[config.mk]
export PLATFORM = sky130hd
export DESIGN_NAME = vxe_cu_dispatch_ctl
export DESIGN_NICKNAME = d
export VERILOG_FILES = /design/src/rtl/vxe_cu_ctl_pkg.sv /design/src/rtl/vxe_cu_ctl_wdog.sv /design/src/rtl/vxe_cu_dispatch_ctl.sv
export SDC_FILE = /design/constraint.sdc
export NUM_CORES = 1
export LEC_CHECK = 0
export CAP_MARGIN = 40
export CORE_AREA = 2 2 132 134
export DETAILED_ROUTE_END_ITERATION = 10
export DIE_AREA = 0 0 134 136
export DONT_BUFFER_PORTS = 1
export GPL_TIMING_DRIVEN = 0
export SYNTH_ARGS = -nofsm -noshare
export SYNTH_HDL_FRONTEND = slang
export SYNTH_SLANG_ARGS = --single-unit
[constraint.sdc]
create_clock -name clk -period 2 [get_ports clk]
set_clock_uncertainty 0.1 [all_clocks]
set_input_delay 0.4 -clock clk [delete_from_list [all_inputs] [get_ports clk]]
set_output_delay 0.4 -clock clk [all_outputs]
set_load 0.1 [all_outputs]
[src/rtl/vxe_cu_ctl_pkg.sv]
// Shared state encoding and datapath widths for the CU dispatch control sequencer.
package vxe_cu_ctl_pkg;

    localparam int unsigned AddrW = 37;
    localparam int unsigned CmdW  = 64;

    typedef enum logic [1:0] {
        StIdle  = 2'd0,
        StRun   = 2'd1,
        StDrain = 2'd2,
        StAck   = 2'd3
    } ctl_state_e;

endpackage

[src/rtl/vxe_cu_ctl_wdog.sv]
// Drain watchdog: cleared while idle, counts while enabled, saturates at all-ones.
module vxe_cu_ctl_wdog #(
    parameter int unsigned TMO_POW2 = 10
) (
    input  logic clk,
    input  logic rst,
    input  logic i_clr,
    input  logic i_en,
    output logic o_expire
);

    localparam logic [TMO_POW2-1:0] CntMax = '1;

    logic [TMO_POW2-1:0] r_cnt;

    always_ff @(posedge clk) begin
        if (rst || i_clr) begin
            r_cnt <= '0;
        end else if (i_en && (r_cnt != CntMax)) begin
            r_cnt <= r_cnt + 1'b1;
        end
    end

    // Fires on the cycle whose increment lands on the terminal count.
    assign o_expire = i_en && (r_cnt == (CntMax - 1'b1));

endmodule

[src/rtl/vxe_cu_dispatch_ctl.sv]
// CU fetch/dispatch control sequencer: start, event acknowledge, stop-drain and fault reporting.
module vxe_cu_dispatch_ctl
    import vxe_cu_ctl_pkg::*;
#(
    parameter int unsigned TMO_POW2 = 10
) (
    input  logic             clk,
    input  logic             rst,
    input  logic             i_start,
    input  logic [AddrW-1:0] i_start_addr,
    input  logic             i_halt_req,
    input  logic             i_err_clr,
    output logic             o_busy,
    output logic             o_fetch_start,
    output logic [AddrW-1:0] o_fetch_start_addr,
    output logic             o_fetch_stop_drain,
    input  logic             i_fetch_busy,
    input  logic             i_ctl_nop,
    input  logic             i_ctl_sync,
    input  logic             i_ctl_sync_stop,
    input  logic             i_ctl_sync_intr,
    input  logic             i_ctl_pipes_active,
    output logic             o_ctl_halt,
    output logic             o_ctl_unhalt,
    input  logic             i_flt_fetch,
    input  logic [AddrW-1:0] i_flt_fetch_addr,
    input  logic             i_flt_decode,
    input  logic [AddrW-1:0] i_flt_decode_addr,
    input  logic [CmdW-1:0]  i_flt_decode_data,
    output logic             o_err_fetch,
    output logic             o_err_decode,
    output logic             o_err_hang,
    output logic [AddrW-1:0] o_err_addr,
    output logic [CmdW-1:0]  o_err_data,
    output logic             o_intr_sync,
    output logic             o_intr_done,
    output logic             o_intr_err
);

    ctl_state_e       r_state;
    logic             r_err_flag;
    logic             r_busy;
    logic             r_fetch_start;
    logic [AddrW-1:0] r_fetch_start_addr;
    logic             r_fetch_stop_drain;
    logic             r_ctl_halt;
    logic             r_ctl_unhalt;
    logic             r_err_fetch;
    logic             r_err_decode;
    logic             r_err_hang;
    logic [AddrW-1:0] r_err_addr;
    logic [CmdW-1:0]  r_err_data;
    logic             r_intr_sync;
    logic             r_intr_done;
    logic             r_intr_err;

    logic w_flt_any;
    logic w_flt_window;
    logic w_capture;
    logic w_drained;
    logic w_wdog_en;
    logic w_wdog_clr;
    logic w_wdog_expire;

    assign w_flt_any    = i_flt_fetch | i_flt_decode;
    assign w_flt_window = (r_state == StRun) || (r_state == StDrain);
    // Only the first fault since the last clear is recorded.
    assign w_capture    = w_flt_any && w_flt_window && !r_err_fetch && !r_err_decode;
    assign w_drained    = !i_ctl_pipes_active && !i_fetch_busy;
    assign w_wdog_en    = (r_state == StDrain);
    assign w_wdog_clr   = !w_wdog_en;

    vxe_cu_ctl_wdog #(
        .TMO_POW2 (TMO_POW2)
    ) u_wdog (
        .clk      (clk),
        .rst      (rst),
        .i_clr    (w_wdog_clr),
        .i_en     (w_wdog_en),
        .o_expire (w_wdog_expire)
    );

    always_ff @(posedge clk) begin
        if (rst) begin
            r_state            <= StIdle;
            r_err_flag         <= 1'b0;
            r_busy             <= 1'b0;
            r_fetch_start      <= 1'b0;
            r_fetch_start_addr <= '0;
            r_fetch_stop_drain <= 1'b0;
            r_ctl_halt         <= 1'b0;
            r_ctl_unhalt       <= 1'b0;
            r_err_fetch        <= 1'b0;
            r_err_decode       <= 1'b0;
            r_err_hang         <= 1'b0;
            r_err_addr         <= '0;
            r_err_data         <= '0;
            r_intr_sync        <= 1'b0;
            r_intr_done        <= 1'b0;
            r_intr_err         <= 1'b0;
        end else begin
            r_fetch_start      <= 1'b0;
            r_fetch_stop_drain <= 1'b0;
            r_ctl_halt         <= 1'b0;
            r_ctl_unhalt       <= 1'b0;
            r_intr_sync        <= 1'b0;
            r_intr_done        <= 1'b0;
            r_intr_err         <= 1'b0;

            if (i_err_clr) begin
                r_err_fetch  <= 1'b0;
                r_err_decode <= 1'b0;
                r_err_hang   <= 1'b0;
                r_err_addr   <= '0;
                r_err_data   <= '0;
            end

            // Later assignments override the clear above.
            if (w_capture) begin
                r_err_fetch  <= i_flt_fetch;
                r_err_decode <= i_flt_decode;
                r_err_addr   <= i_flt_fetch ? i_flt_fetch_addr : i_flt_decode_addr;
                r_err_data   <= i_flt_fetch ? '0 : i_flt_decode_data;
            end

            case (r_state)
                StIdle: begin
                    if (i_start) begin
                        r_fetch_start_addr <= i_start_addr;
                        r_fetch_start      <= 1'b1;
                        r_busy             <= 1'b1;
                        r_err_flag         <= 1'b0;
                        r_state            <= StRun;
                    end
                end
                StRun: begin
                    if (w_flt_any) begin
                        r_fetch_stop_drain <= 1'b1;
                        r_err_flag         <= 1'b1;
                        r_state            <= StDrain;
                    end else if (i_ctl_sync && i_ctl_sync_stop) begin
                        r_fetch_stop_drain <= 1'b1;
                        r_intr_sync        <= i_ctl_sync_intr;
                        r_state            <= StDrain;
                    end else if (i_halt_req) begin
                        r_ctl_halt         <= 1'b1;
                        r_fetch_stop_drain <= 1'b1;
                        r_state            <= StDrain;
                    end else if (i_ctl_sync) begin
                        r_ctl_unhalt <= 1'b1;
                        r_intr_sync  <= i_ctl_sync_intr;
                    end else if (i_ctl_nop) begin
                        r_ctl_unhalt <= 1'b1;
                    end
                end
                StDrain: begin
                    if (w_flt_any) begin
                        r_err_flag <= 1'b1;
                    end
                    // Completion pulses are registered on entry so they are visible during ACK.
                    if (w_drained) begin
                        r_ctl_unhalt <= 1'b1;
                        if (r_err_flag || w_flt_any) begin
                            r_intr_err <= 1'b1;
                        end else begin
                            r_intr_done <= 1'b1;
                        end
                        r_state <= StAck;
                    end else if (w_wdog_expire) begin
                        r_err_hang <= 1'b1;
                        r_intr_err <= 1'b1;
                        r_busy     <= 1'b0;
                        r_state    <= StIdle;
                    end
                end
                StAck: begin
                    r_busy  <= 1'b0;
                    r_state <= StIdle;
                end
                default: begin
                    r_busy  <= 1'b0;
                    r_state <= StIdle;
                end
            endcase
        end
    end

    assign o_busy             = r_busy;
    assign o_fetch_start      = r_fetch_start;
    assign o_fetch_start_addr = r_fetch_start_addr;
    assign o_fetch_stop_drain = r_fetch_stop_drain;
    assign o_ctl_halt         = r_ctl_halt;
    assign o_ctl_unhalt       = r_ctl_unhalt;
    assign o_err_fetch        = r_err_fetch;
    assign o_err_decode       = r_err_decode;
    assign o_err_hang         = r_err_hang;
    assign o_err_addr         = r_err_addr;
    assign o_err_data         = r_err_data;
    assign o_intr_sync        = r_intr_sync;
    assign o_intr_done        = r_intr_done;
    assign o_intr_err         = r_intr_err;

endmodule

==> out/metrics.cfg <==
[outcome]
run_status=complete, but fails checks
violations=setup timing

[power_and_ir_drop]
p_per_area_nw_per_um2=1300
p_leak_nw=3.77
max-vdd-ir-drop_v=0.000760

[global_route]
track_usage_pct=23.2
antenna_found_initial=0
grt_pass1_wl_um=32700
grt_pass1_vias=6092
overflow=0
grt_max_degree=17

[setup_path]
cp_data_required_time_ps=2160
arrival_ps=2220
endpoint_kind=register
path_class=register to register
cp_max_fo=10
cp-start-kind=register

[placed_design]
place.gp.congestion=0.839
dp_hpwl_um=16700
io_buffers=0
place_ws_ps=-288
place_area_um2=8910

[detailed_routing]
vias=5921
routed_via_density=5.60
wl_um=22100
postRouteAntennaNets=0
drc_errors=0
first_iter_violations=556
wl_per_cell_um=20.9
dr.pass1.iters=10

[synth]
syn_area_per_cell_um2=9.31
ys_ff_latch=162
synth_cells=641
ys_seq_area_share_pct=54.3
synth.cell_area_um2=5970
yosysUniqueCellTypes=47
syn_nets=836
synth_edf_count=0
synth-main-ff-cell=dfxtp_1
synth_async_sr_flop_share_pct=0
yosysWarnings=0

[hold_path]
hp-class=input pin to register

[clock_tree]
cts_made_buffers=17
cts_tree=done
clk_pin_slew_worst_paths_ps=70
cts_buffer_depth=2
cts.htree.levels=4
clk_latency_ps=410
clock_sinks=162
root_buffer=clkbuf_16

[finish]
multi_input_area_um2=2420
fin_nets=1014
final.fill_count=1296
final_layout_size_suffix_gt1_share_pct=28.0
final_util_pct=57.7
fin_area_um2=9740
area_growth_pct=63.1
seqCellArea_um2=3250
diodes=0

[floorplan]
fp.dieArea_um2=18200
die_h_um=136
core_um2=16900
die_w_um=134
pin_count=337
initial_core_util_pct=35.4
rows=48

[sta]
fmax_mhz=485
finalSetupViolCount=12
fin_tns_setup_ps=-298
hold_ws_ps=20.7
worstMarginPinSlew_ps=748
fin_ws_ps=-60.1
min_period_ps=2060
maxSlewViolCount=0
hold_viol=0
rsz0062_at_grt=true
post-route-period-util_pct=103
slew_headroom_pct=50.1

[flow_run]
cap_viol_max_count=0

==> final cells by class <==
| class | instances | area share, % |
|---|---|---|
| clock buffer | 17 | 4.37 |
| inverter | 7 | 0.295 |
| clock inverter | 15 | 2.22 |
| buffer | 56 | 3.64 |
| tap | 225 | 2.89 |
| timing repair buffer | 159 | 28.3 |
| sequential | 162 | 33.4 |
| multi-input combinational | 416 | 24.9 |
==> cell families (layout without fill, tap and decap cells) <==
logic type	count (synthesis)	in the layout	share of synthesized area, %
simple gates	231	231	16.2
flops	162	162	54.3
buf+inv	63	254	5.53
mux	1	1	0.168
fa+ha+maj	7	7	1.47
xor+xnor	4	4	0.587
compound gates	173	173	21.8
==> critical path, cell delays in order (launching register included) <==
cell and delay (ps):
dfxtp_2 350, inv_4 60, ha_4 250, nor3b_4 160
and3b_2 240, buf_12 160, buf_6 150, a222oi_1 330
nor2_1 100
==> synth_stat cells, drive strengths merged, types with 3 or more instances <==
cell / n / area share, %
a2111oi: 3 / 0.86
a21oi: 51 / 4.3
a222oi: 37 / 6.2
a22oi: 64 / 8.0
buf: 30 / 3.5
clkbuf: 26 / 1.6
dfxtp: 162 / 54
ha: 7 / 1.5
inv: 7 / 0.44
nand2: 82 / 5.2
nand2b: 6 / 0.63
nand3: 7 / 0.59
nand4: 5 / 0.52
nor2: 113 / 7.1
nor3: 5 / 0.42
o211ai: 3 / 0.38
xnor2: 3 / 0.44
==> worst paths after layout <==
path              depth (start not counted)                   start                     end  slack (ps)
hold reg to reg                           2  o_fetch_start_addr[10]  o_fetch_start_addr[10]         380
setup reg to reg                          8              r_state[1]           o_err_addr[2]         -60
setup / recovery                          8              r_state[1]           o_err_addr[2]         -60
hold / removal                            2        i_start_addr[24]  o_fetch_start_addr[24]          20
==> report_power, final <==
part / leakage, nW / total [mW] / internal [mW] / switching, mW
clock network: 0.313 / 3.55 / 2.13 / 1.42
logic: 2.14 / 5.07 / 1.66 / 3.41
registers: 1.32 / 4.03 / 3.58 / 0.453
total: 3.77 / 12.7 / 7.37 / 5.28
==> metal layers <==
| layer | up-vias | global-route usage, % | part of all wire (%) |
|---|---|---|---|
| met3 | 42 | 7.72 | 7.8 |
| met4 | 0 | 9.34 | 2.8 |
| li1 | 2653 | - | - |
| met5 | - | 0 | 0 |
| met1 | 2887 | 23.6 | 35 |
| met2 | 339 | 43.5 | 54 |
==> stage by stage <==
step                power [mW]  std cells
floorplan                 7.29        641
global placement          7.66        866
detailed placement        8.99       1013
CTS                       12.7       1055
global route              13.1       1057
finish                    12.7       1057
==> cells in the final DEF, fill, tap and decap left out, drive strengths merged, types with 2 or more instances in the layout <==
master       instances
bufinv               4
o21bai               2
buf                179
a21boi               2
clkbuf              45
and2                 2
clkinv               2
o211ai               3
nor3b                2
nor2               113
a22oi               64
nand4                5
nand2b               6
xnor2                3
dlygate4sd3          8
nand3                7
a31oi                2
or2                  2
dfxtp              162
ha                   7
a222oi              37
inv                 15
a21oi               51
a2111oi              3
nor3                 5
nand2               82
and4                 2
o21ai                2
==> flip-flops by register name, summed over array words and instances, names as in the netlist, 2 cells and up <==
| signal | count |
|---|---|
| r_state | 2 |
| o_fetch_start_addr | 37 |
| o_err_data | 64 |
| u_wdog.r_cnt | 10 |
| o_err_addr | 37 |
==> repair_timing <==
item | in CTS | in global routing
hold buffers | 6 | 2
cloned | 0 | 0
endpoints found under the hold margin | 5 | 2
pin swaps | 11 | 27
resized for setup | 21 | 15
buffers inserted | 4 | 0
setup endpoints to repair | 125 | 82
No activity file was read; power rests on OpenSTA's default activity.
